**src/rtl/bpsk_tx_pkg.sv**
```systemverilog
// Shared types and constants for the BPSK transmit framer.
// Frame layout: preamble bytes, sync word, length byte, payload bytes.
package bpsk_tx_pkg;

    localparam int unsigned LEN_W  = 8;
    localparam int unsigned SYNC_W = 16;

    localparam logic [SYNC_W-1:0] SYNC_WORD_DEFAULT = 16'hD391;
    localparam logic [7:0]        PREAMBLE_BYTE     = 8'hAA;

    typedef enum logic [2:0] {
        ST_IDLE     = 3'd0,
        ST_PREAMBLE = 3'd1,
        ST_SYNC     = 3'd2,
        ST_LEN      = 3'd3,
        ST_PAYLOAD  = 3'd4
    } state_t;

endpackage

```
**src/rtl/bpsk_bit_timer.sv**
```systemverilog
// Bit-period timer: counts 0..SAMPLES_PER_BIT-1 while running.
// It produces the first-clock strobe and the end-of-bit advance pulse.
module bpsk_bit_timer #(
    parameter int unsigned SAMPLES_PER_BIT = 20
) (
    input  logic i_clk,
    input  logic i_rst,
    input  logic i_en,
    input  logic i_run,
    output logic o_strobe,
    output logic o_wrap
);

    localparam int unsigned CW = (SAMPLES_PER_BIT > 1) ? $clog2(SAMPLES_PER_BIT) : 1;
    localparam logic [CW-1:0] LAST = CW'(SAMPLES_PER_BIT - 1);

    logic [CW-1:0] r_cnt;
    logic          w_last;

    assign w_last = (r_cnt == LAST);

    // Held at zero while idle so the first bit of a frame starts a full period.
    always_ff @(posedge i_clk or posedge i_rst) begin
        if (i_rst) begin
            r_cnt <= '0;
        end else if (i_en) begin
            if (!i_run || w_last) begin
                r_cnt <= '0;
            end else begin
                r_cnt <= r_cnt + 1'b1;
            end
        end
    end

    assign o_strobe = i_run & i_en & (r_cnt == '0);
    assign o_wrap   = i_run & i_en & w_last;

endmodule

```
**src/rtl/bpsk_tx_framer.sv**
```systemverilog
// Frame builder and MSB-first serialiser feeding the BPSK modulator bit input.
// Payload bytes are prefetched into a one-byte skid buffer ahead of each byte boundary.
module bpsk_tx_framer
    import bpsk_tx_pkg::*;
#(
    parameter int unsigned       SAMPLES_PER_BIT = 20,
    parameter int unsigned       PREAMBLE_BYTES  = 4,
    parameter logic [SYNC_W-1:0] SYNC_WORD       = SYNC_WORD_DEFAULT
) (
    input  logic             clk,
    input  logic             rst,
    input  logic             en,
    input  logic             start,
    input  logic [LEN_W-1:0] len,
    input  logic [7:0]       s_data,
    input  logic             s_valid,
    output logic             s_ready,
    output logic             bit_out,
    output logic             bit_strobe,
    output logic             busy,
    output logic             done,
    output logic             underrun
);

    state_t            r_state;
    logic [LEN_W-1:0]  r_len;
    logic [LEN_W-1:0]  r_fetch_cnt;
    logic [LEN_W-1:0]  r_tx_cnt;
    logic [7:0]        r_buf;
    logic              r_buf_full;
    logic [SYNC_W-1:0] r_sr;
    logic [3:0]        r_bitn;
    logic [3:0]        r_pre_cnt;
    logic              r_done;
    logic              r_underrun;

    logic w_busy;
    logic w_strobe;
    logic w_adv;
    logic w_start_acc;
    logic w_fetch_win;
    logic w_xfer;
    logic w_chunk_end;
    logic w_pre_last;
    logic w_frame_end;
    logic w_need_byte;
    logic w_underrun_evt;

    bpsk_bit_timer #(
        .SAMPLES_PER_BIT(SAMPLES_PER_BIT)
    ) u_timer (
        .i_clk   (clk),
        .i_rst   (rst),
        .i_en    (en),
        .i_run   (w_busy),
        .o_strobe(w_strobe),
        .o_wrap  (w_adv)
    );

    assign w_busy      = (r_state != ST_IDLE);
    assign w_start_acc = en & start & (r_state == ST_IDLE) & ~r_done;
    assign w_fetch_win = w_busy & ((r_state == ST_LEN) | (r_state == ST_PAYLOAD))
                       & ~r_buf_full & (r_fetch_cnt < r_len);
    assign w_xfer      = s_valid & w_fetch_win & en;
    assign w_chunk_end = w_adv & (r_bitn == 4'd0);
    assign w_pre_last  = (r_pre_cnt == 4'(PREAMBLE_BYTES - 1));

    // Decide at the end of the LEN byte or a payload byte whether the frame ends or needs more data.
    always_comb begin
        w_frame_end = 1'b0;
        w_need_byte = 1'b0;
        if (w_chunk_end) begin
            case (r_state)
                ST_LEN: begin
                    if (r_len == '0) w_frame_end = 1'b1;
                    else             w_need_byte = 1'b1;
                end
                ST_PAYLOAD: begin
                    if (r_tx_cnt == r_len) w_frame_end = 1'b1;
                    else                   w_need_byte = 1'b1;
                end
                default: ;
            endcase
        end
        w_underrun_evt = w_need_byte & ~r_buf_full;
    end

    always_ff @(posedge clk or posedge rst) begin
        if (rst) begin
            r_state     <= ST_IDLE;
            r_len       <= '0;
            r_fetch_cnt <= '0;
            r_tx_cnt    <= '0;
            r_buf       <= '0;
            r_buf_full  <= 1'b0;
            r_sr        <= '0;
            r_bitn      <= '0;
            r_pre_cnt   <= '0;
            r_done      <= 1'b0;
            r_underrun  <= 1'b0;
        end else if (en) begin
            r_done <= w_frame_end;

            if (w_xfer) begin
                r_buf       <= s_data;
                r_buf_full  <= 1'b1;
                r_fetch_cnt <= r_fetch_cnt + 1'b1;
            end

            case (r_state)
                ST_IDLE: begin
                    if (w_start_acc) begin
                        r_state     <= ST_PREAMBLE;
                        r_len       <= len;
                        r_underrun  <= 1'b0;
                        r_sr        <= {PREAMBLE_BYTE, 8'h00};
                        r_bitn      <= 4'd7;
                        r_pre_cnt   <= '0;
                        r_fetch_cnt <= '0;
                        r_tx_cnt    <= '0;
                        r_buf_full  <= 1'b0;
                    end
                end
                default: begin
                    if (w_adv) begin
                        if (r_bitn != 4'd0) begin
                            r_sr   <= {r_sr[SYNC_W-2:0], 1'b0};
                            r_bitn <= r_bitn - 4'd1;
                        end else if (w_frame_end || w_underrun_evt) begin
                            // Any byte caught in flight is dropped along with the frame.
                            r_state    <= ST_IDLE;
                            r_sr       <= '0;
                            r_buf_full <= 1'b0;
                            if (w_underrun_evt) r_underrun <= 1'b1;
                        end else begin
                            case (r_state)
                                ST_PREAMBLE: begin
                                    if (w_pre_last) begin
                                        r_state <= ST_SYNC;
                                        r_sr    <= SYNC_WORD;
                                        r_bitn  <= 4'd15;
                                    end else begin
                                        r_pre_cnt <= r_pre_cnt + 4'd1;
                                        r_sr      <= {PREAMBLE_BYTE, 8'h00};
                                        r_bitn    <= 4'd7;
                                    end
                                end
                                ST_SYNC: begin
                                    r_state <= ST_LEN;
                                    r_sr    <= {r_len, 8'h00};
                                    r_bitn  <= 4'd7;
                                end
                                default: begin
                                    r_state    <= ST_PAYLOAD;
                                    r_sr       <= {r_buf, 8'h00};
                                    r_bitn     <= 4'd7;
                                    r_buf_full <= 1'b0;
                                    r_tx_cnt   <= r_tx_cnt + 1'b1;
                                end
                            endcase
                        end
                    end
                end
            endcase
        end
    end

    assign s_ready    = w_fetch_win;
    assign bit_out    = r_sr[SYNC_W-1];
    assign bit_strobe = w_strobe;
    assign busy       = w_busy;
    assign done       = r_done & en;
    assign underrun   = r_underrun;

endmodule

```
**config.mk**
```make
export PLATFORM = sky130hd
export DESIGN_NAME = bpsk_tx_framer
export DESIGN_NICKNAME = d
export VERILOG_FILES = /design/src/rtl/bpsk_tx_pkg.sv /design/src/rtl/bpsk_bit_timer.sv /design/src/rtl/bpsk_tx_framer.sv
export SDC_FILE = /design/constraint.sdc
export NUM_CORES = 1
export LEC_CHECK = 0
export CAP_MARGIN = 20
export CORE_ASPECT_RATIO = 0.9
export CORE_UTILIZATION = 55
export CTS_BUF_LIST = sky130_fd_sc_hd__clkbuf_8
export DETAILED_ROUTE_END_ITERATION = 8
export GPL_ROUTABILITY_DRIVEN = 0
export PLACE_DENSITY = 0.75
export SETUP_SLACK_MARGIN = 0.02
export SLEW_MARGIN = 20
export SYNTH_ARGS = -nofsm -noshare
export SYNTH_HDL_FRONTEND = slang
export SYNTH_SLANG_ARGS = --single-unit
```
**constraint.sdc**
```tcl
create_clock -name clk -period 6.5 [get_ports clk]
set_clock_uncertainty 0.15 [all_clocks]
set_input_delay 1.3 -clock clk [delete_from_list [all_inputs] [get_ports clk]]
set_output_delay 1.3 -clock clk [all_outputs]
set_load 0.03 [all_outputs]
```
# After elaboration in Yosys (flattened, before gate mapping)

Index checks and enable logic that the tools add are counted.
Widths: inputs -> output; s select.

Register bits after elaboration: 67
Output and inout bits: 6
Word-level logic and storage cells: 130

$add $sub $neg: 5
Order comparisons: 1
Equality and inequality tests: 14
Muxes and demuxes: 59
Bitwise operators: 17
Reductions and logical operators: 22

Operators by type and width:

| cell                | count |
|---|---|
| $mux 16             | 5 |
| $mux 8              | 9 |
| $mux 4              | 14 |
| $pmux 16 s2         | 1 |
| $mux 1              | 19 |
| $mux 3              | 6 |
| $add 8x1->8 const B | 2 |
| $mux 15             | 1 |
| $and 1x1->1         | 14 |
| $reduce_and 6->1    | 2 |
| $eq 8x8->1          | 1 |
| $logic_not 8->1     | 1 |
| $lt 8x8->1          | 1 |
| $reduce_bool 2->1   | 4 |
| $reduce_and 7->1    | 1 |
| $eq 3x2->1 const B  | 2 |
| $ne 2x2->1 const B  | 3 |
| $pmux 3 s2          | 1 |
| $reduce_and 3->1    | 2 |
| $add 5x1->5 const B | 1 |
| $eq 5x5->1 const B  | 1 |
| $logic_not 5->1     | 1 |
| $mux 5              | 1 |
| $reduce_and 5->1    | 1 |
| 20 further kinds    | 24 |

# Depth between registers and ports, before layout

Depth after elaboration: 13
Depth in mapped cells: 10
Mapped depth without buffers: 8

# Hierarchy

From an unflattened synthesis, not the netlist that was laid out.

Cell total of the unflattened synthesis: 411
Area total of the unflattened synthesis: 3803.6 um^2

By module, submodules not included:

| module         | instances | cells an instance | area each (um^2) | sequential area each (um^2) |
|---|---|---|---|---|
| bpsk_tx_framer | 1         | 375               | 3483.3           | 1551.5 |
| bpsk_bit_timer | 1         | 36                | 320.3            | 125.1 |

# Worst setup path after synthesis

Ideal clock, no wire load.

Path type: input-to-output
Start: in en
End: out done
Arrival: 1859 ps
Setup slack: 3191 ps
Stages: 2
Cell sequence: clkbuf_1 > and2_1

Word-level cells in the longest chain between the ends: 1

Ends and longest elaborated chain:

| what        | RTL line              | text |
|---|---|---|
| from (decl) | bpsk_tx_framer.sv:12  | `input logic en,` |
| $and 1x1->1 | bpsk_tx_framer.sv:172 | `assign done = r_done & en;` |
| to (decl)   | bpsk_tx_framer.sv:21  | `output logic done,` |

No other way between the ends.

# Worst setup path after layout

Start: in en
End: out bit_strobe

Word-level cells in the longest chain between the ends: 2

Ends and longest elaborated chain:

| what                     | RTL line             | text |
|---|---|---|
| $and 1x1->1 (2 in a row) | bpsk_bit_timer.sv:35 | `assign o_strobe = i_run & i_en & (r_cnt == '0);` |
| to (decl)                | bpsk_tx_framer.sv:19 | `output logic bit_strobe,` |

No other way between the ends.

==> results.yml <==
clock_tree:
  cts_inserted_buffers: 9
  path_clk_slew_ps: 80
  cts.sinks: 67
  h-tree-depth: 3
  post_cts_buffers: 0
  post_cts_resized: 0
  cts_hold_buf: 0
  cts_tree: "yes"
  worstSkewPairLatency_ps: 350
  cts_max_path_buffers: 2
  clockRootBuffer: "clkbuf_8"
setup_path:
  r2r_setup_slack_ps: 3070
  r2r_end: "r_sr[11]"
  cp.arrival_ps: 3200
  cp_slowest_cell: "clkdlybuf4s50_1"
  path_class: "in -> out"
  path_common_cell: "clkdlybuf4s50_1"
  crit_path_start_kind: "primary input"
  r2r_cells: 7
  r2r_start: "r_state[2]"
  critPathCaptureType: "output pin"
  crit_chain: "clkdlybuf4s50_1 -> nor4b_1 -> and3_1 -> clkdlybuf4s50_1"
  cpPeakStageDelay_ps: 790
  crit_required_ps: 5050
  cp_max_fo: 16
layout:
  layout.nets: 460
  mostFrequentLayoutCells: "dfrtp_1 (67), nand2_1 (50), a21oi_1 (35)"
  ff_latch_area_um2: 1680
  n_fill_cell: 561
  antennaDiodeCount: 0
  final_common_cell: "dfrtp_1"
  multiInputGateArea_um2: 1940
  drive_gt1_share_pct: 10.7
  final_util_pct: 64.7
  syn2layout_area_growth_pct: 13.4
drt:
  dr.pass1.iters: 6
  antenna_left: 0
  route.detailed.drc: 0
  wl_mm: 8.40
  first_iter_violations: 239
  via_per_inst: 5.94
  routedWlPerCell_um: 16.1
  vias: 3095
yosys:
  synth_top_area_share_pct: 44.4
  ys_warn_count: 0
  synth_edf_count: 0
  seq_area_frac_synth_pct: 44.4
  async_flop_share_pct: 100
  syn_area_um2: 3780
  synthTopCellsByArea: "dfrtp_1 (44%), nand2_1 (5.0%), a21oi_1 (4.6%)"
  syn_inst: 407
  synth-seq-cells: 67
  yosysUniqueCellTypes: 58
  syn_nets: 441
  synth_area_leader_cell: "dfrtp_1"
  synth.avg_cell_area_um2: 9.28
  ys.flop_type: "dfrtp_1"
worst_hold_path:
  whs_endpoint: "r_sr[2]"
  hp-class: "reg -> reg"
  hold_depth: 2
  hold_start: "r_sr[2]"
timing:
  final_hold_viol_count: 0
  period_share_pct: 71.5
  fin_setup_tns_ps: 0
  clock.fmax_ghz: 0.215
  setup_viol: 0
  rsz0062_at_grt: "no"
  tightest_slew_ps: 948
  min_period_ps: 4650
  slew_violations: 0
  maxSlewHeadroom_pct: 36.8
die:
  core_area_um2: 6620
  die_w_um: 89.4
  initial_core_util_pct: 57.0
  core.rowCount: 28
  io_pins: 27
  die_h_um: 80.6
  die-area_um2: 7200
outcome:
  outcome: "finished clean"
placement:
  dp_hpwl_mm: 5.85
  io_buffers: 26
grt:
  grt_max_degree: 68
  grt_overflow: 0
  antenna_found_initial: 0
  grtUsageTotal_pct: 26.7
  grt_pass1_wl_mm: 14.3
  grt_pass1_vias: 2979
pwr:
  ir_drop_v: 0.000195
  power.leakage_nw: 1.86
  p_per_area_nw_per_um2: 357
flow_run:
  cap_violations: 0
-- worst max-delay path: cells and delay by family --
| family | cells | cell delay (ps) |
|---|---|---|
| buffers and inverters | 2 | 1450 |
| and+or+nand+nor | 2 | 450 |
-- metal layers --
| layer | global-route usage [%] | vias up | share of wire (%) |
|---|---|---|---|
| li1 | - | 1487 | - |
| met1 | 35.7 | 1521 | 47 |
| met2 | 42.8 | 71 | 48 |
| met3 | 6.47 | 16 | 4.1 |
| met4 | 7.94 | 0 | 1.5 |
| met5 | 0 | - | 0 |
-- synthesized netlist by cell type, drive strengths merged, types with 2 or more instances --
library cell,instances
mux2,9
o21ai,32
buf,8
a32oi,2
nand3b,3
o22ai,6
nor4,2
o41ai,2
a211oi,2
o211ai,2
and3,4
and2,4
o31ai,3
a21o,3
xnor2,10
nand2,50
ha,13
inv,18
nor3b,6
o22a,3
dfrtp,67
nand2b,11
and4,2
or3b,3
mux2i,7
nor4b,3
or3,10
nor2,30
a21oi,37
a31o,3
nand3,9
nand4,11
clkbuf,11
nor3,8
-- worst max-delay path by stage --
stage	from	to	slack, ps	cells after the start
2_1_floorplan	en	done	3190	2
3_3_place_gp	en	bit_strobe	1890	4
3_5_place_dp	en	bit_strobe	1840	4
4_1_cts	en	bit_strobe	1840	4
5_1_grt	en	bit_strobe	1680	4
6_report	en	bit_strobe	1850	4
-- cell families (layout without fill, tap and decap cells) --
logic type / Yosys count / after routing / share of synthesized area, %
AOI/OAI and AO/OA: 104 / 104 / 17.4
xor gates and xnor gates: 10 / 10 / 2.32
adders and majority gates: 13 / 13 / 4.31
buffers and inverters: 37 / 61 / 4.24
DFF: 67 / 67 / 44.4
muxes: 16 / 16 / 4.54
and+or+nand+nor: 160 / 160 / 22.8
-- power by group --
| group | switching, W | total [W] | internal (W) |
|---|---|---|---|
| sequential | 0.000126 | 0.000643 | 0.000517 |
| combinational | 0.000283 | 0.000502 | 0.000219 |
| clock | 0.000169 | 0.000385 | 0.000215 |
-- metrics by stage --
step | hold slack [ps] | power, W | cell area [um2] | instances | setup WS [ps]
global route | 387 | 0.00163 | 4290 | 521 | 1680
global placement | 311 | 0.00112 | 4070 | 505 | 1890
floorplan | 300 | 0.00101 | 3780 | 407 | 3190
finish | 354 | 0.00153 | 4290 | 521 | 1850
detailed placement | 333 | 0.00115 | 4070 | 505 | 1840
CTS | 352 | 0.00154 | 4280 | 521 | 1840
-- sequential cells by signal, indices dropped and copies added, names as in the netlist --
signal and count:
r_fetch_cnt 8, r_pre_cnt 4, r_sr 16, r_buf_full 1
r_state 3, r_done 1, r_len 8, underrun 1
r_tx_cnt 8, u_timer.r_cnt 5, r_bitn 4, r_buf 8
-- cell type report --
type / count / area share [%]
flip-flops and latches: 67 / 39.1
well taps: 90 / 2.63
multi-input cells: 303 / 45.3
clock inverters: 7 / 2.19
inverters: 18 / 1.58
repair buffers: 27 / 6.25
clock buffers: 9 / 2.89
No activity file was read; power rests on OpenSTA's default activity.
